File: src/rtl/clock_pkg.sv
// Shared clocking definitions: sequencer state encodings and helpers.
// Combinational only, no latency.
// No flow control.
package clock_pkg;

    localparam int STATE_W = 3;

    typedef enum logic [STATE_W-1:0] {
        ST_PLL_RST   = 3'd0,
        ST_WAIT_LOCK = 3'd1,
        ST_STABLE    = 3'd2,
        ST_RELEASE   = 3'd3,
        ST_RUN       = 3'd4
    } seq_state_t;

    function automatic int max_int(input int a, input int b);
        return (a > b) ? a : b;
    endfunction

endpackage

File: src/rtl/sync_2ff.sv
// Two-flop synchroniser for a single asynchronous level.
// Latency: 2 core_clk cycles from input change to sync_dat.
// No backpressure; samples every clock.
module sync_2ff (
    input  logic core_clk,
    input  logic arst_n,
    input  logic async_dat,
    output logic sync_dat
);

    logic meta_q;

    always_ff @(posedge core_clk or negedge arst_n) begin
        if (!arst_n) begin
            meta_q   <= 1'b0;
            sync_dat <= 1'b0;
        end else begin
            meta_q   <= async_dat;
            sync_dat <= meta_q;
        end
    end

endmodule

File: src/rtl/pll_lock_sequencer.sv
// PLL reset/lock sequencer with staggered downstream channel reset release.
// Latency: outputs registered; lock changes seen 3 clocks after pll_locked moves.
// No backpressure; soft_reset_req wins over every other event in the same clock.
module pll_lock_sequencer
    import clock_pkg::*;
#(
    parameter int NUM_CH         = 2,
    parameter int PLL_RST_CYCLES = 8,
    parameter int LOCK_TIMEOUT   = 65536,
    parameter int STABLE_CYCLES  = 1024,
    parameter int STAGGER_CYCLES = 16,
    parameter int LOSS_W         = 8
) (
    input  logic               clock_in,
    input  logic               reset_n,
    input  logic               pll_locked,
    input  logic               soft_reset_req,
    output logic               pll_resetb,
    output logic [NUM_CH-1:0]  ch_reset_n,
    output logic               all_ready,
    output logic [LOSS_W-1:0]  lock_loss_count,
    output logic               timeout_err,
    output logic [STATE_W-1:0] state_dbg
);

    // One shared counter serves every state; it is cleared on each transition.
    localparam int CNT_MAX = max_int(max_int(PLL_RST_CYCLES, LOCK_TIMEOUT),
                                     max_int(STABLE_CYCLES, NUM_CH * STAGGER_CYCLES));
    localparam int CNT_W   = (CNT_MAX > 1) ? $clog2(CNT_MAX) : 1;

    localparam logic [CNT_W-1:0] RST_LAST = CNT_W'(PLL_RST_CYCLES - 1);
    localparam logic [CNT_W-1:0] TMO_LAST = CNT_W'(LOCK_TIMEOUT - 1);
    localparam logic [CNT_W-1:0] STB_LAST = CNT_W'(STABLE_CYCLES - 1);

    seq_state_t        state_q;
    seq_state_t        state_nxt;
    logic [CNT_W-1:0]  cnt_q;
    logic [CNT_W-1:0]  cnt_nxt;
    logic [CNT_W-1:0]  cnt_inc;
    logic [NUM_CH-1:0] ch_nxt;
    logic [NUM_CH-1:0] rls_mask;
    logic              pll_resetb_nxt;
    logic              ready_nxt;
    logic [LOSS_W-1:0] loss_nxt;
    logic              terr_nxt;
    logic              lock_s;

    sync_2ff u_lock_sync (
        .core_clk  (clock_in),
        .arst_n    (reset_n),
        .async_dat (pll_locked),
        .sync_dat  (lock_s)
    );

    assign cnt_inc   = cnt_q + 1'b1;
    assign state_dbg = state_q;

    // Channel k is released once the release counter reaches k*STAGGER_CYCLES.
    always_comb begin
        rls_mask = '0;
        for (int k = 0; k < NUM_CH; k++) begin
            rls_mask[k] = (32'(cnt_inc) >= 32'(k * STAGGER_CYCLES));
        end
    end

    always_comb begin
        state_nxt      = state_q;
        cnt_nxt        = cnt_q;
        ch_nxt         = ch_reset_n;
        pll_resetb_nxt = pll_resetb;
        ready_nxt      = all_ready;
        loss_nxt       = lock_loss_count;
        terr_nxt       = timeout_err;

        if (soft_reset_req) begin
            state_nxt      = ST_PLL_RST;
            cnt_nxt        = '0;
            ch_nxt         = '0;
            pll_resetb_nxt = 1'b0;
            ready_nxt      = 1'b0;
            terr_nxt       = 1'b0;
        end else begin
            case (state_q)
                ST_PLL_RST: begin
                    pll_resetb_nxt = 1'b0;
                    ch_nxt         = '0;
                    ready_nxt      = 1'b0;
                    if (cnt_q == RST_LAST) begin
                        state_nxt      = ST_WAIT_LOCK;
                        cnt_nxt        = '0;
                        pll_resetb_nxt = 1'b1;
                    end else begin
                        cnt_nxt = cnt_inc;
                    end
                end
                ST_WAIT_LOCK: begin
                    if (lock_s) begin
                        state_nxt = ST_STABLE;
                        cnt_nxt   = '0;
                    end else if (cnt_q == TMO_LAST) begin
                        state_nxt      = ST_PLL_RST;
                        cnt_nxt        = '0;
                        pll_resetb_nxt = 1'b0;
                        terr_nxt       = 1'b1;
                    end else begin
                        cnt_nxt = cnt_inc;
                    end
                end
                ST_STABLE: begin
                    if (!lock_s) begin
                        state_nxt = ST_WAIT_LOCK;
                        cnt_nxt   = '0;
                    end else if (cnt_q == STB_LAST) begin
                        state_nxt = ST_RELEASE;
                        cnt_nxt   = '0;
                        ch_nxt    = '0;
                        ch_nxt[0] = 1'b1;
                    end else begin
                        cnt_nxt = cnt_inc;
                    end
                end
                ST_RELEASE, ST_RUN: begin
                    if (!lock_s) begin
                        state_nxt      = ST_PLL_RST;
                        cnt_nxt        = '0;
                        ch_nxt         = '0;
                        pll_resetb_nxt = 1'b0;
                        ready_nxt      = 1'b0;
                        if (~&lock_loss_count) begin
                            loss_nxt = lock_loss_count + 1'b1;
                        end
                    end else if (state_q == ST_RELEASE) begin
                        if (&ch_reset_n) begin
                            state_nxt = ST_RUN;
                            cnt_nxt   = '0;
                            ready_nxt = 1'b1;
                        end else begin
                            cnt_nxt = cnt_inc;
                            ch_nxt  = rls_mask;
                        end
                    end
                end
                default: begin
                    state_nxt      = ST_PLL_RST;
                    cnt_nxt        = '0;
                    ch_nxt         = '0;
                    pll_resetb_nxt = 1'b0;
                    ready_nxt      = 1'b0;
                end
            endcase
        end
    end

    always_ff @(posedge clock_in or negedge reset_n) begin
        if (!reset_n) begin
            state_q         <= ST_PLL_RST;
            cnt_q           <= '0;
            ch_reset_n      <= '0;
            pll_resetb      <= 1'b0;
            all_ready       <= 1'b0;
            lock_loss_count <= '0;
            timeout_err     <= 1'b0;
        end else begin
            state_q         <= state_nxt;
            cnt_q           <= cnt_nxt;
            ch_reset_n      <= ch_nxt;
            pll_resetb      <= pll_resetb_nxt;
            all_ready       <= ready_nxt;
            lock_loss_count <= loss_nxt;
            timeout_err     <= terr_nxt;
        end
    end

endmodule

File: config.mk
export PLATFORM = sky130hd
export DESIGN_NAME = pll_lock_sequencer
export DESIGN_NICKNAME = d
export VERILOG_FILES = /design/src/rtl/clock_pkg.sv /design/src/rtl/sync_2ff.sv /design/src/rtl/pll_lock_sequencer.sv
export SDC_FILE = /design/constraint.sdc
export NUM_CORES = 1
export LEC_CHECK = 0
export CAP_MARGIN = 20
export CORE_MARGIN = 5
export CORE_UTILIZATION = 45
export DETAILED_ROUTE_END_ITERATION = 16
export GPL_TIMING_DRIVEN = 0
export PLACE_DENSITY = 0.75
export SETUP_SLACK_MARGIN = 0.02
export SLEW_MARGIN = 20
export SYNTH_ARGS = -nofsm -noshare
export SYNTH_HDL_FRONTEND = slang
export SYNTH_SLANG_ARGS = --single-unit
File: constraint.sdc
create_clock -name clock_in -period 4.8 [get_ports clock_in]
set_input_delay 1.2 -clock clock_in [delete_from_list [all_inputs] [get_ports clock_in]]
set_output_delay 1.2 -clock clock_in [all_outputs]
set_load 0.01 [all_outputs]
Yosys cells after proc, flatten, opt, wreduce, memory -nomap -nowiden
Index checks and enable logic that the tools add are counted.
- word-level logic and storage cells: 92
- memories kept: 0
- bits in read-only memories: 0
- register bits: 34
- output and inout port bits: 16
- latch bits: 0
- bits of input ports: 4
- RAM bits: 0
- eq/ne operators: 22
- bitwise logic cells: 3
- multiply operators: 0
- divide/modulo/power cells: 0
- add/sub/neg operators: 2
- reduce and logical (&&, ||, !) cells: 13
- shift operators: 0
- mux-type cells: 42
- magnitude comparators: 1
- operators with widths (cell ; count):
    16-bit 2-to-1 mux ; 9
    16-bit one-hot mux with 4 select lines ; 1
    3-bit 2-to-1 mux ; 9
    16-bit by 1-bit adder with 16-bit output (second input constant) ; 1
    16-bit by 10-bit == test with 1-bit output (second input constant) ; 1
    16-bit == test (second input constant) ; 1
    16-bit by 3-bit == test with 1-bit output (second input constant) ; 1
    16-bit by 5-bit greater-or-equal comparator with 1-bit output (second input constant) ; 1
    4-bit inequality test (second input constant) ; 4
    3-bit inequality test (second input constant) ; 5
    1-bit 2-to-1 mux ; 13
    2-bit 2-to-1 mux ; 6
    3-bit one-hot mux with 4 select lines ; 1
    5-bit AND reduction ; 2
    8-bit by 1-bit adder with 8-bit output (second input constant) ; 1
    4-bit AND reduction ; 2
    8-bit AND reduction ; 1
    3-bit by 2-bit == test with 1-bit output (second input constant) ; 2
    2-bit inequality test (second input constant) ; 3
    2-bit one-hot mux with 3 select lines ; 1
    3-bit AND reduction ; 2
    4-bit by 3-bit inequality test with 1-bit output (second input constant) ; 1
    1-bit one-hot mux with 4 select lines ; 1
    2-bit nonzero test ; 2
    9 further kinds ; 12

Longest topological paths before layout
- depth after elaboration: 7
- gate-level depth with buffers: 9
- depth with buffers taken out: 7

Modules after synthesis
A second synthesis with hierarchy kept.
- cells, all modules: 245
- area, all modules: 2223.4 um^2
- by module, submodules not included (module ; area each (um^2) ; times used ; cells each ; sequential area each (um^2)):
    pll_lock_sequencer ; 2173.3 ; 1 ; 243 ; 800.8
    sync_2ff ; 50.0 ; 1 ; 2 ; 50.0

Worst setup path before layout
No wires, ideal clock.
- kind: input port to flip-flop
- start point: input port soft_reset_req
- end point: register lock_loss_count[1]
- setup time: 0.125 ns
- buffers on the path: 0
- data arrival time: 2.161 ns
- cell stages on the path: 3
- data required time: 4.675 ns
- path slack: 2.514 ns
- cell sequence: or3_1 -> a31oi_4 -> mux2_2
- longest elaborated chain between the ends: 2
- RTL lines (item ; RTL line ; RTL):
    start: declaration ; pll_lock_sequencer.sv:17 ; input logic soft_reset_req,
    1-bit NOT (no line) ; -- ;
    4-bit AND reduction (no line) ; -- ;
    end signal: assignment ; pll_lock_sequencer.sv:169 ; lock_loss_count <= loss_nxt;
    end: declaration ; pll_lock_sequencer.sv:21 ; output logic [LOSS_W-1:0] lock_loss_count,
No other way between the ends.
A chain may end at the register's enable or synchronous reset.

Worst setup path after layout
- start point: input port soft_reset_req
- end point: register cnt_q[15]
- longest elaborated chain between the ends: 1
- elaborated cells between the ends (all ways): 2
- those cells by class: 1 x eq/ne; 1 x mux
- RTL lines (item ; RTL line ; RTL):
    4-bit inequality test (no line) or 16-bit 2-to-1 mux (tied branches) ; -- ;
    end signal: assignment ; pll_lock_sequencer.sv:165 ; cnt_q <= cnt_nxt;
    end: declaration ; pll_lock_sequencer.sv:37 ; logic [CNT_W-1:0] cnt_q;
Several ways; a longest one is shown, not always the timed one.

==> impl_metrics.yaml <==
critical_path:
  crit_required_ns: 4.98
  path_buf_inv: 3
  cp.arrival_ns: 2.91
  critPathMaxStageDelay_ns: 0.50
  path_class: "input port to flop"
  cp_max_fo: 10
  crit_family: "buffers and inverters"
  cp-start-kind: "input port"
  slowest_stage: "clkdlybuf4s50_1"
  path_cells: "clkdlybuf4s50_1 -> clkbuf_1 -> and3b_1 -> buf_1 -> a21o_1 -> a22o_1"
  crit_path_end_kind: "flop"
drt:
  ant_nets: 0
  drt_iter0_drc: 205
  drc: 0
  routedWlPerCell_um: 15.9
  drt_pass1_iterations: 4
  drt-vias-per-instance: 5.73
  vias: 1909
  routed_wl_um: 5290
power_and_ir_drop:
  power_switching_uw: 314
  pwr-share-clk_pct: 33.3
  swShare_pct: 32.2
  p_per_area_nw_per_um2: 372
  seqPwrFrac_pct: 35.7
  ir_drop_mv: 0.180
  combPwrFrac_pct: 31.0
  fin_total_pwr_uw: 977
  p_leak_nw: 1.11
  internal_power_uw: 663
logic_synthesis:
  syn_area_sq_um: 2190
  synthCells: 238
  ys_types: 57
  synth_ff_type: "dfrtp_1"
  synth_area_per_cell_sq_um: 9.22
  synth-edff-count: 0
  ys_seq_area_share_pct: 38.8
  yosysWarnings: 0
  syn-num-nets: 245
  synthArstFlopShare_pct: 100
  synth.ff_latch_count: 34
cts:
  cts_resized: 0
  path_clk_slew_ns: 0.08
  clock-sinks: 34
  post-cts-setup-buffer-count: 0
  tritoncts: "done"
  numCtsBuffers: 5
  cts_hold_buf: 0
  root_buffer: "clkbuf_8"
  clkLatencyLatePin_ns: 0.29
  cts_buffer_depth: 2
  h-tree-depth: 2
sta:
  drv_slew: 0
  fin_crit_sh_pct: 57.0
  finalSetupTns_ns: 0
  final.min_clock_period_ns: 2.73
  setup_violations: 0
  finalHoldViolCount: 0
  fin_worst_skew_ns: 0.00468
  timing.fmax_ghz: 0.366
  relSlewSlack_pct: 67.8
  worst_pin_slew_ns: 0.482
  rsz0062_at_grt: "no"
global_routing:
  grt_usage_pct: 17.7
  grt_pass1_wl_um: 8900
  grt_pass1_vias: 1829
  overflow: 0
  grt_max_degree: 23
  antenna_found_initial: 0
floorplan:
  initial_core_util_pct: 46.5
  ios: 20
  rows: 25
  coreArea_sq_um: 4720
  die_x_um: 79.8
  die-area_sq_um: 6370
  die_y_um: 79.8
placement:
  dpl_cell_area_sq_um: 2490
  gp_congestion: 0.917
  dp_hpwl_um: 3750
  numPortBuffers: 19
  place_inst: 325
run:
  max-cap-violations: 0
cells_and_area:
  syn_to_final_growth_pct: 19.8
  fin_area_sq_um: 2630
  fin_util_pct: 55.7
  fin_cells: 333
  layout-drive-gt1-share_pct: 16.2
  num-fill-cells: 408
  antenna_cells: 0
  final_nets: 272
worst_hold_path:
  hp-class: "flop to flop"
run_status:
  status: "completed"
## kinds of logic (layout without fill, tap and decap cells)
group / Yosys count / count (layout) / synth area share, %
AO/OA/AOI/OAI: 60 / 60 / 19.4
XOR/XNOR: 11 / 11 / 4.39
adder cells (fa/ha/maj): 3 / 3 / 1.71
buffers and inverters: 25 / 53 / 5.87
flip-flops: 34 / 34 / 38.8
multiplexers: 4 / 4 / 1.88
AND/OR/NAND/NOR: 101 / 101 / 27.9
## path summary, 6_finish.rpt
check	startpoint	endpoint	slack, ns	cells after the start
setup / recovery	soft_reset_req	cnt_q[15]	2.07	6
max in group asynchronous	reset_n	u_lock_sync.meta_q	3.57	2
hold / removal	u_lock_sync.meta_q	u_lock_sync.sync_dat	0.35	0
hold reg to reg	u_lock_sync.meta_q	u_lock_sync.sync_dat	0.35	0
min in group asynchronous	reset_n	pll_resetb	0.81	1
setup reg to reg	cnt_q[0]	cnt_q[9]	2.24	8
## worst reg2reg max path, stage by stage, from the launching register on
cell	delay [ns]
dfrtp_1	0.42
ha_1	0.31
nand3_1	0.24
nor3_2	0.37
a21oi_1	0.18
o31ai_2	0.39
buf_4	0.27
o21ai_1	0.09
a22o_1	0.19
## cell usage after synthesis (4+ instances only)
cell | number | area share [%]
a21oi_1 | 15 | 3.4
or4_1 | 4 | 1.4
inv_1 | 5 | 0.86
nand4_1 | 12 | 3.4
xnor2_1 | 8 | 3.2
buf_2 | 11 | 2.5
nor2_1 | 13 | 2.2
a21o_1 | 5 | 1.7
dfrtp_1 | 34 | 39
o21a_1 | 4 | 1.4
nand2_1 | 16 | 2.7
or3_1 | 6 | 1.7
nor4_1 | 6 | 1.7
nand2b_1 | 4 | 1.1
nand3_1 | 12 | 2.7
o21ai_0 | 9 | 2.1
nor3_1 | 5 | 1.1
## per-layer routing
metal  GRT usage (%)  share of wire (%)  up-vias
met3            3.61                4.9       11
met4            6.08                1.5        0
li1                -                  -      943
met5               0                  0        -
met2            28.0                 47       50
met1            24.2                 47      905
## final cells by class
type / count / area (sq um) / area share, %
Buffer: 20 / 110 / 4.19
Timing Repair Buffer: 20 / 213 / 8.09
Clock buffer: 5 / 68.8 / 2.62
Inverter: 5 / 18.8 / 0.714
Sequential cell: 34 / 851 / 32.4
Clock inverter: 3 / 68.8 / 2.62
Multi-Input combinational cell: 179 / 1210 / 46.2
Tap cell: 67 / 83.8 / 3.19
## power by group through the flow
stage | clock network, mW | logic (mW) | registers, mW
floorplan | 0 | 0.191 | 0.360
global placement | 0 | 0.292 | 0.353
detailed placement | 0 | 0.298 | 0.355
CTS | 0.333 | 0.301 | 0.350
global route | 0.345 | 0.330 | 0.357
finish | 0.326 | 0.302 | 0.349
## metrics by stage
step                      setup slack [ns]  hold slack [ns]
after CTS                             2.09            0.350
after global placement                1.75            0.333
after global routing                  2.00            0.371
after detailed placement              1.79            0.336
final                                 2.07            0.352
after floorplan                       2.51            0.331
## state kept, by name (all words and copies together) (netlist names), 2 cells and up
| signal | cells |
|---|---|
| cnt_q | 16 |
| lock_loss_count | 8 |
| state_dbg | 3 |
| ch_reset_n | 2 |
## cell usage in the layout (no fill, tap or decap), types with 4 or more instances in the layout
cell type / count
a21oi_1: 15
or3_1: 6
nand3_1: 12
nor3_1: 5
nand4_1: 12
clkbuf_8: 5
nor2_1: 13
dfrtp_1: 34
xnor2_1: 8
o21ai_0: 9
a21o_1: 5
nand2b_1: 4
clkdlybuf4s50_1: 18
nand2_1: 16
nor4_1: 6
buf_2: 12
o21a_1: 4
or4_1: 4
inv_1: 5
(Power assumes the default switching activity.)
